<file path="src/rtl/muldiv_wb_arbiter_if.sv">
// Bus bundle for the mult/div writeback arbiter: multiplier issue/result,
// divider result handshake and the shared writeback port.
interface muldiv_wb_arbiter_if #(
   parameter int XLEN          = 64,
   parameter int TRANS_ID_BITS = 3
);
   logic                     mul_issue_i;
   logic                     mul_issue_ready_o;
   logic                     mul_valid_i;
   logic [XLEN-1:0]          mul_result_i;
   logic [TRANS_ID_BITS-1:0] mul_trans_id_i;
   logic                     div_valid_i;
   logic                     div_ready_o;
   logic [XLEN-1:0]          div_result_i;
   logic [TRANS_ID_BITS-1:0] div_trans_id_i;
   logic                     wb_valid_o;
   logic                     wb_ready_i;
   logic [XLEN-1:0]          wb_result_o;
   logic [TRANS_ID_BITS-1:0] wb_trans_id_o;
   logic                     wb_src_o;
   logic                     ovf_err_o;

   modport slave (
      input  mul_issue_i, mul_valid_i, mul_result_i, mul_trans_id_i,
      input  div_valid_i, div_result_i, div_trans_id_i, wb_ready_i,
      output mul_issue_ready_o, div_ready_o, wb_valid_o, wb_result_o,
      output wb_trans_id_o, wb_src_o, ovf_err_o
   );

   modport master (
      output mul_issue_i, mul_valid_i, mul_result_i, mul_trans_id_i,
      output div_valid_i, div_result_i, div_trans_id_i, wb_ready_i,
      input  mul_issue_ready_o, div_ready_o, wb_valid_o, wb_result_o,
      input  wb_trans_id_o, wb_src_o, ovf_err_o
   );
endinterface

</file>
<file path="src/rtl/muldiv_wb_arbiter.sv">
// Writeback arbiter + multiplier issue-credit controller for the mult/div unit.
// MULDIV_ARB_FAIRNESS_EN enables divider anti-starvation; MULDIV_ARB_OVF_ASSERT enables the overflow assertion.
module muldiv_wb_arbiter #(
   parameter int XLEN           = 64,
   parameter int TRANS_ID_BITS  = 3,
   parameter int MUL_FIFO_DEPTH = 4,
   parameter int MAX_DIV_WAIT   = 4
) (
   input logic               clk_i,
   input logic               rst_i,
   muldiv_wb_arbiter_if.slave bus
);
   localparam int AW = $clog2(MUL_FIFO_DEPTH);
   localparam int CW = AW + 1;
   localparam int EW = TRANS_ID_BITS + XLEN;

   if (MUL_FIFO_DEPTH < 2 || (MUL_FIFO_DEPTH & (MUL_FIFO_DEPTH - 1)) != 0) begin : g_bad_depth
      $error("MUL_FIFO_DEPTH must be a power of two >= 2");
   end
   if (MAX_DIV_WAIT < 1) begin : g_bad_wait
      $error("MAX_DIV_WAIT must be >= 1");
   end

   logic [EW-1:0] mem_q [MUL_FIFO_DEPTH];
   logic [AW-1:0] wr_ptr_q, rd_ptr_q;
   logic [CW-1:0] count_q, count_d;
   logic [CW-1:0] credits_q, credits_d;
   logic          ovf_q;
   logic [EW-1:0] head;
   logic          fifo_empty, fifo_full;
   logic          div_sel, mul_grant, force_div;
   logic          push, pop, ovf_evt;

   assign head       = mem_q[rd_ptr_q];
   assign fifo_empty = (count_q == '0);
   assign fifo_full  = (count_q == CW'(MUL_FIFO_DEPTH));

   // Divider only counts as granted when it actually has a result to offer.
   assign div_sel   = bus.div_valid_i & (fifo_empty | force_div);
   assign mul_grant = ~fifo_empty & ~div_sel;
   assign pop       = mul_grant & bus.wb_ready_i;
   assign push      = bus.mul_valid_i & (~fifo_full | pop);
   assign ovf_evt   = bus.mul_valid_i & fifo_full & ~pop;

`ifdef MULDIV_ARB_FAIRNESS_EN
   localparam int WW = $clog2(MAX_DIV_WAIT + 1);
   logic [WW-1:0] wait_cnt_q, wait_cnt_d;

   always_comb begin
      wait_cnt_d = wait_cnt_q;
      if (!bus.div_valid_i || (div_sel && bus.wb_ready_i))
         wait_cnt_d = '0;
      else if (pop && wait_cnt_q < WW'(MAX_DIV_WAIT))
         wait_cnt_d = wait_cnt_q + 1'b1;
   end

   always_ff @(posedge clk_i or posedge rst_i) begin
      if (rst_i) wait_cnt_q <= '0;
      else       wait_cnt_q <= wait_cnt_d;
   end

   assign force_div = (wait_cnt_q >= WW'(MAX_DIV_WAIT));
`else
   assign force_div = 1'b0;
`endif

   always_comb begin
      count_d = count_q;
      case ({push, pop})
         2'b10:   count_d = count_q + 1'b1;
         2'b01:   count_d = count_q - 1'b1;
         default: count_d = count_q;
      endcase
      credits_d = credits_q;
      case ({bus.mul_issue_i, pop})
         2'b10:   credits_d = credits_q - 1'b1;
         2'b01:   credits_d = credits_q + 1'b1;
         default: credits_d = credits_q;
      endcase
   end

   always_ff @(posedge clk_i or posedge rst_i) begin
      if (rst_i) begin
         wr_ptr_q  <= '0;
         rd_ptr_q  <= '0;
         count_q   <= '0;
         credits_q <= CW'(MUL_FIFO_DEPTH);
         ovf_q     <= 1'b0;
      end else begin
         if (push) wr_ptr_q <= wr_ptr_q + 1'b1;
         if (pop)  rd_ptr_q <= rd_ptr_q + 1'b1;
         count_q   <= count_d;
         credits_q <= credits_d;
         if (ovf_evt) ovf_q <= 1'b1;
      end
   end

   // Storage needs no reset: a slot is only read after it has been written.
   always_ff @(posedge clk_i) begin
      if (push) mem_q[wr_ptr_q] <= {bus.mul_trans_id_i, bus.mul_result_i};
   end

   always_comb begin
      bus.wb_valid_o        = ~fifo_empty | bus.div_valid_i;
      bus.wb_src_o          = div_sel;
      bus.wb_result_o       = '0;
      bus.wb_trans_id_o     = '0;
      if (div_sel) begin
         bus.wb_result_o   = bus.div_result_i;
         bus.wb_trans_id_o = bus.div_trans_id_i;
      end else if (mul_grant) begin
         bus.wb_result_o   = head[XLEN-1:0];
         bus.wb_trans_id_o = head[EW-1:XLEN];
      end
      bus.div_ready_o       = bus.wb_ready_i & div_sel;
      bus.mul_issue_ready_o = (credits_q != '0);
      bus.ovf_err_o         = ovf_q;
   end

`ifdef MULDIV_ARB_OVF_ASSERT
   // A full buffer with no pop means the issue stage ignored its credits.
   ovf_never_a: assert property (@(posedge clk_i) disable iff (rst_i) !ovf_evt);
`endif
endmodule

</file>
<file path="src/flat_wrapper.sv">
// flat-port wrapper written by rule: the top's interface ports become plain ports
module muldiv_wb_arbiter_flat 
#(
   parameter int XLEN           = 64,
   parameter int TRANS_ID_BITS  = 3,
   parameter int MUL_FIFO_DEPTH = 4,
   parameter int MAX_DIV_WAIT   = 4
)
  (clk_i, rst_i, bus_mul_issue_i, bus_mul_valid_i, bus_mul_result_i, bus_mul_trans_id_i, bus_div_valid_i, bus_div_result_i, bus_div_trans_id_i, bus_wb_ready_i, bus_mul_issue_ready_o, bus_div_ready_o, bus_wb_valid_o, bus_wb_result_o, bus_wb_trans_id_o, bus_wb_src_o, bus_ovf_err_o);
  muldiv_wb_arbiter_if #(.XLEN(XLEN), .TRANS_ID_BITS(TRANS_ID_BITS)) bus_i ();
  input logic clk_i;
  input logic rst_i;
  input wire logic [$bits(bus_i.mul_issue_i)-1:0] bus_mul_issue_i;
  input wire logic [$bits(bus_i.mul_valid_i)-1:0] bus_mul_valid_i;
  input wire logic [$bits(bus_i.mul_result_i)-1:0] bus_mul_result_i;
  input wire logic [$bits(bus_i.mul_trans_id_i)-1:0] bus_mul_trans_id_i;
  input wire logic [$bits(bus_i.div_valid_i)-1:0] bus_div_valid_i;
  input wire logic [$bits(bus_i.div_result_i)-1:0] bus_div_result_i;
  input wire logic [$bits(bus_i.div_trans_id_i)-1:0] bus_div_trans_id_i;
  input wire logic [$bits(bus_i.wb_ready_i)-1:0] bus_wb_ready_i;
  output wire logic [$bits(bus_i.mul_issue_ready_o)-1:0] bus_mul_issue_ready_o;
  output wire logic [$bits(bus_i.div_ready_o)-1:0] bus_div_ready_o;
  output wire logic [$bits(bus_i.wb_valid_o)-1:0] bus_wb_valid_o;
  output wire logic [$bits(bus_i.wb_result_o)-1:0] bus_wb_result_o;
  output wire logic [$bits(bus_i.wb_trans_id_o)-1:0] bus_wb_trans_id_o;
  output wire logic [$bits(bus_i.wb_src_o)-1:0] bus_wb_src_o;
  output wire logic [$bits(bus_i.ovf_err_o)-1:0] bus_ovf_err_o;
  assign bus_i.mul_issue_i = bus_mul_issue_i;
  assign bus_i.mul_valid_i = bus_mul_valid_i;
  assign bus_i.mul_result_i = bus_mul_result_i;
  assign bus_i.mul_trans_id_i = bus_mul_trans_id_i;
  assign bus_i.div_valid_i = bus_div_valid_i;
  assign bus_i.div_result_i = bus_div_result_i;
  assign bus_i.div_trans_id_i = bus_div_trans_id_i;
  assign bus_i.wb_ready_i = bus_wb_ready_i;
  assign bus_mul_issue_ready_o = bus_i.mul_issue_ready_o;
  assign bus_div_ready_o = bus_i.div_ready_o;
  assign bus_wb_valid_o = bus_i.wb_valid_o;
  assign bus_wb_result_o = bus_i.wb_result_o;
  assign bus_wb_trans_id_o = bus_i.wb_trans_id_o;
  assign bus_wb_src_o = bus_i.wb_src_o;
  assign bus_ovf_err_o = bus_i.ovf_err_o;
  muldiv_wb_arbiter #(.XLEN(XLEN), .TRANS_ID_BITS(TRANS_ID_BITS), .MUL_FIFO_DEPTH(MUL_FIFO_DEPTH), .MAX_DIV_WAIT(MAX_DIV_WAIT)) u_core (.clk_i(clk_i), .rst_i(rst_i), .bus(bus_i));
endmodule
</file>
<file path="config.mk">
export PLATFORM = sky130hd
export DESIGN_NAME = muldiv_wb_arbiter_flat
export DESIGN_NICKNAME = d
export VERILOG_FILES = /design/src/rtl/muldiv_wb_arbiter_if.sv /design/src/rtl/muldiv_wb_arbiter.sv /design/src/flat_wrapper.sv
export SDC_FILE = /design/constraint.sdc
export NUM_CORES = 1
export LEC_CHECK = 0
export ABC_AREA = 1
export CELL_PAD_IN_SITES_DETAIL_PLACEMENT = 1
export CELL_PAD_IN_SITES_GLOBAL_PLACEMENT = 1
export CORE_MARGIN = 3
export CORE_UTILIZATION = 45
export CTS_CLUSTER_DIAMETER = 30
export CTS_CLUSTER_SIZE = 30
export DETAILED_ROUTE_END_ITERATION = 7
export GPL_TIMING_DRIVEN = 0
export PLACE_DENSITY = 0.95
export SLEW_MARGIN = 20
export SYNTH_ARGS = -nofsm -noshare
export SYNTH_HDL_FRONTEND = slang
export SYNTH_SLANG_ARGS = --single-unit
export TNS_END_PERCENT = 50
</file>
<file path="constraint.sdc">
create_clock -name clk_i -period 9.7 [get_ports clk_i]
set_clock_uncertainty 0.15 [all_clocks]
set_input_delay 1.455 -clock clk_i [delete_from_list [all_inputs] [get_ports clk_i]]
set_output_delay 1.455 -clock clk_i [all_outputs]
set_load 0.02 [all_outputs]
</file>
==> results.sh <==
export IMPL_setup_violations=0
export IMPL_grt_pass1_vias=10100
export IMPL_drt_iter0_markers=651
export IMPL_clk_latency_ps=530
export IMPL_grt_pass1_wl_mm=56.7
export IMPL_cpLargestDelayFamily="buffers and inverters"
export IMPL_vias_per_cell=5.42
export IMPL_antenna_found_initial=3
export IMPL_critPathLaunchType="input port"
export IMPL_irDropWorstVdd_mv=0.248
export IMPL_worst_slew_pin_slew_ps=826
export IMPL_grt_ovfl_total=0
export IMPL_synth_common_cells="nand2_1, edfxtp_1, nand3_1"
export IMPL_ios=212
export IMPL_place_congestion=0.746
export IMPL_ys_seq_elements=279
export IMPL_finalMaxSlewViolations=0
export IMPL_avgSynthCellArea_um2=11.5
export IMPL_routed_wl_mm=37.2
export IMPL_cts_root_buf="clkbuf_16"
export IMPL_worstSetupPathType="in -> out"
export IMPL_yosysSeqAreaShare_pct=72.0
export IMPL_drv_cap=0
export IMPL_critical_path_max_stage_delay_ps=630
export IMPL_crit_chain="clkdlybuf4s50_1 -> inv_1 -> nor2_4 -> buf_4 -> buf_6 -> nand2_1 -> nand2_1 -> clkdlybuf4s50_1"
export IMPL_dp_hpwl_mm=23.7
export IMPL_cts_tree="yes"
export IMPL_postRouteAntennaNets=0
export IMPL_core_um2=25200
export IMPL_slew_headroom_pct=44.8
export IMPL_timing_final_hold_violations=0
export IMPL_floorplan_initialDensity_pct=45.9
export IMPL_placed_area_um2=14400
export IMPL_finalPower_w=0.00591
export IMPL_clkSinkCount=279
export IMPL_netlist_instances=1009
export IMPL_hp_class="reg -> reg"
export IMPL_die_h_um=166
export IMPL_crit_path_end_kind="output port"
export IMPL_track_usage_pct=26.3
export IMPL_fill_cells=2550
export IMPL_route_vias_total=8996
export IMPL_fin_crit_sh_pct=53.8
export IMPL_yosysMostFrequentCell="nand2_1"
export IMPL_path_max_fanout=10
export IMPL_yosysWarnings=0
export IMPL_clk_path_buf_depth=3
export IMPL_design_area_um2=16100
export IMPL_setup_tns_ps=0
export IMPL_synth_area_leaders="edfxtp_1, nand2_1, nand3_1"
export IMPL_ctsHtreeMaxLevel=2
export IMPL_ctsHoldBuffers=0
export IMPL_avgRoutedWirePerCell_um=22.4
export IMPL_die_w_um=166
export IMPL_post_cts_buffers=0
export IMPL_drc_errors=0
export IMPL_status="finished, final reports clean"
export IMPL_power_density_nw_per_um2=366
export IMPL_synth_flop_cell="edfxtp_1"
export IMPL_cpMaxStageDelayCell="clkdlybuf4s50_1"
export IMPL_synth_edff_count=268
export IMPL_layout_nets=1433
export IMPL_synthArstFlopShare_pct=3.94
export IMPL_synth_nets=1156
export IMPL_rsz0062_at_grt="false"
export IMPL_io_buffers=211
export IMPL_path_clk_slew_ps=50
export IMPL_ctsResizeCount=0
export IMPL_area_delta_synth_final_pct=39.7
export IMPL_critical_path_required_ps=8100
export IMPL_cp_arrival_ps=3610
export IMPL_synth_top_area_share_pct=69.7
export IMPL_num_rows=58
export IMPL_synth_area_leader_cell="edfxtp_1"
export IMPL_drive_above_1_share_pct=10.5
export IMPL_grt_max_degree=23
export IMPL_firstDrtPassIters=5
export IMPL_synth_area_um2=11600
export IMPL_cts_buffers_inserted=52
export IMPL_synth_cell_types=25
export IMPL_path_buf_inv=5
export IMPL_p_leak_nw=6.23
export IMPL_dieArea_um2=27600
export IMPL_finalCriticalPeriod_ps=5220
export IMPL_max_freq_ghz=0.192
[final cells by class]
cell class / instances / area (um2) / area share [%]
Antenna cell: 2 / 5.00 / 0.0310
Buffer: 58 / 302 / 1.87
Clock buffer: 63 / 1390 / 8.64
Clock inverter: 33 / 323 / 2.00
Inverter: 20 / 75.1 / 0.465
Multi-Input combinational cell: 652 / 2880 / 17.9
Sequential cell: 279 / 8320 / 51.6
Tap cell: 330 / 413 / 2.56
Timing Repair Buffer: 223 / 2420 / 15.0
[state kept, by name, indices dropped and copies added, names as in the netlist]
register,cells
u_core.bus.ovf_err_o,1
u_core.count_q,3
u_core.credits_q,3
u_core.mem_q,268
u_core.rd_ptr_q,2
u_core.wr_ptr_q,2
[per-layer routing]
metal  global-route usage, %  up-vias  wire length [um]  part of all wire [%]
met2                    48.7      369             19500                    52
met4                    8.86        2              1060                   2.8
met3                    4.33       78              2070                   5.5
met1                    31.3     4479             14600                    39
li1                        -     4068                 -                     -
met5                       0        -                13                 0.035
[placed cells by master (no fill, tap or decap), drive strengths merged]
master,instances
nand2,413
edfxtp,268
clkdlybuf4s50,211
nand3,208
clkbuf,81
buf,52
clkinv,25
inv,22
nor2,11
dfrtp,10
ha,5
bufinv,5
xor2,4
diode,2
a21oi,2
nand4,2
fa,2
xnor2,1
mux2,1
nor3,1
o21ai,1
o21bai,1
clkinvlp,1
dfstp,1
[per-stage QoR]
step | hold WS [ps] | utilization (%) | cells | worst slack [ps]
final | 332 | 64.1 | 1660 | 4480
after global routing | 364 | 64.1 | 1660 | 4420
after CTS | 342 | 64.1 | 1658 | 4480
after detailed placement | 322 | 57.2 | 1562 | 4510
after global placement | 321 | 55.9 | 1550 | 1700
after floorplan | 324 | - | 1009 | 4520
[where the power goes]
| part | switching (W) | internal (W) |
|---|---|---|
| logic | 0.00156 | 0.000933 |
| clock network | 0.000594 | 0.00115 |
| registers | 0.0000771 | 0.00159 |
[path summary, 6_finish.rpt]
| path | start | to | slack [ps] | depth (start not counted) |
|---|---|---|---|---|
| max | bus_div_valid_i | bus_wb_result_o[50] | 4480 | 8 |
| min | u_core.bus.ovf_err_o | u_core.bus.ovf_err_o | 330 | 1 |
| max reg2reg | u_core.count_q[1] | u_core.mem_q[1][44] | 7060 | 6 |
| min reg2reg | u_core.bus.ovf_err_o | u_core.bus.ovf_err_o | 330 | 1 |
| max in group asynchronous | rst_i | u_core.credits_q[2] | 7980 | 2 |
| min in group asynchronous | rst_i | u_core.count_q[1] | 1080 | 2 |
[kinds of logic after synthesis]
family	after synthesis	synth area share (%)
XOR/XNOR	5	0.379
flip-flops	279	72.0
buffers and inverters	78	3.26
AND/OR/NAND/NOR	635	23.1
multiplexers	1	0.0975
adder cells (fa/ha/maj)	7	0.888
AO/OA/AOI/OAI	4	0.195
Note: power is estimated with default switching activity, not from simulation.
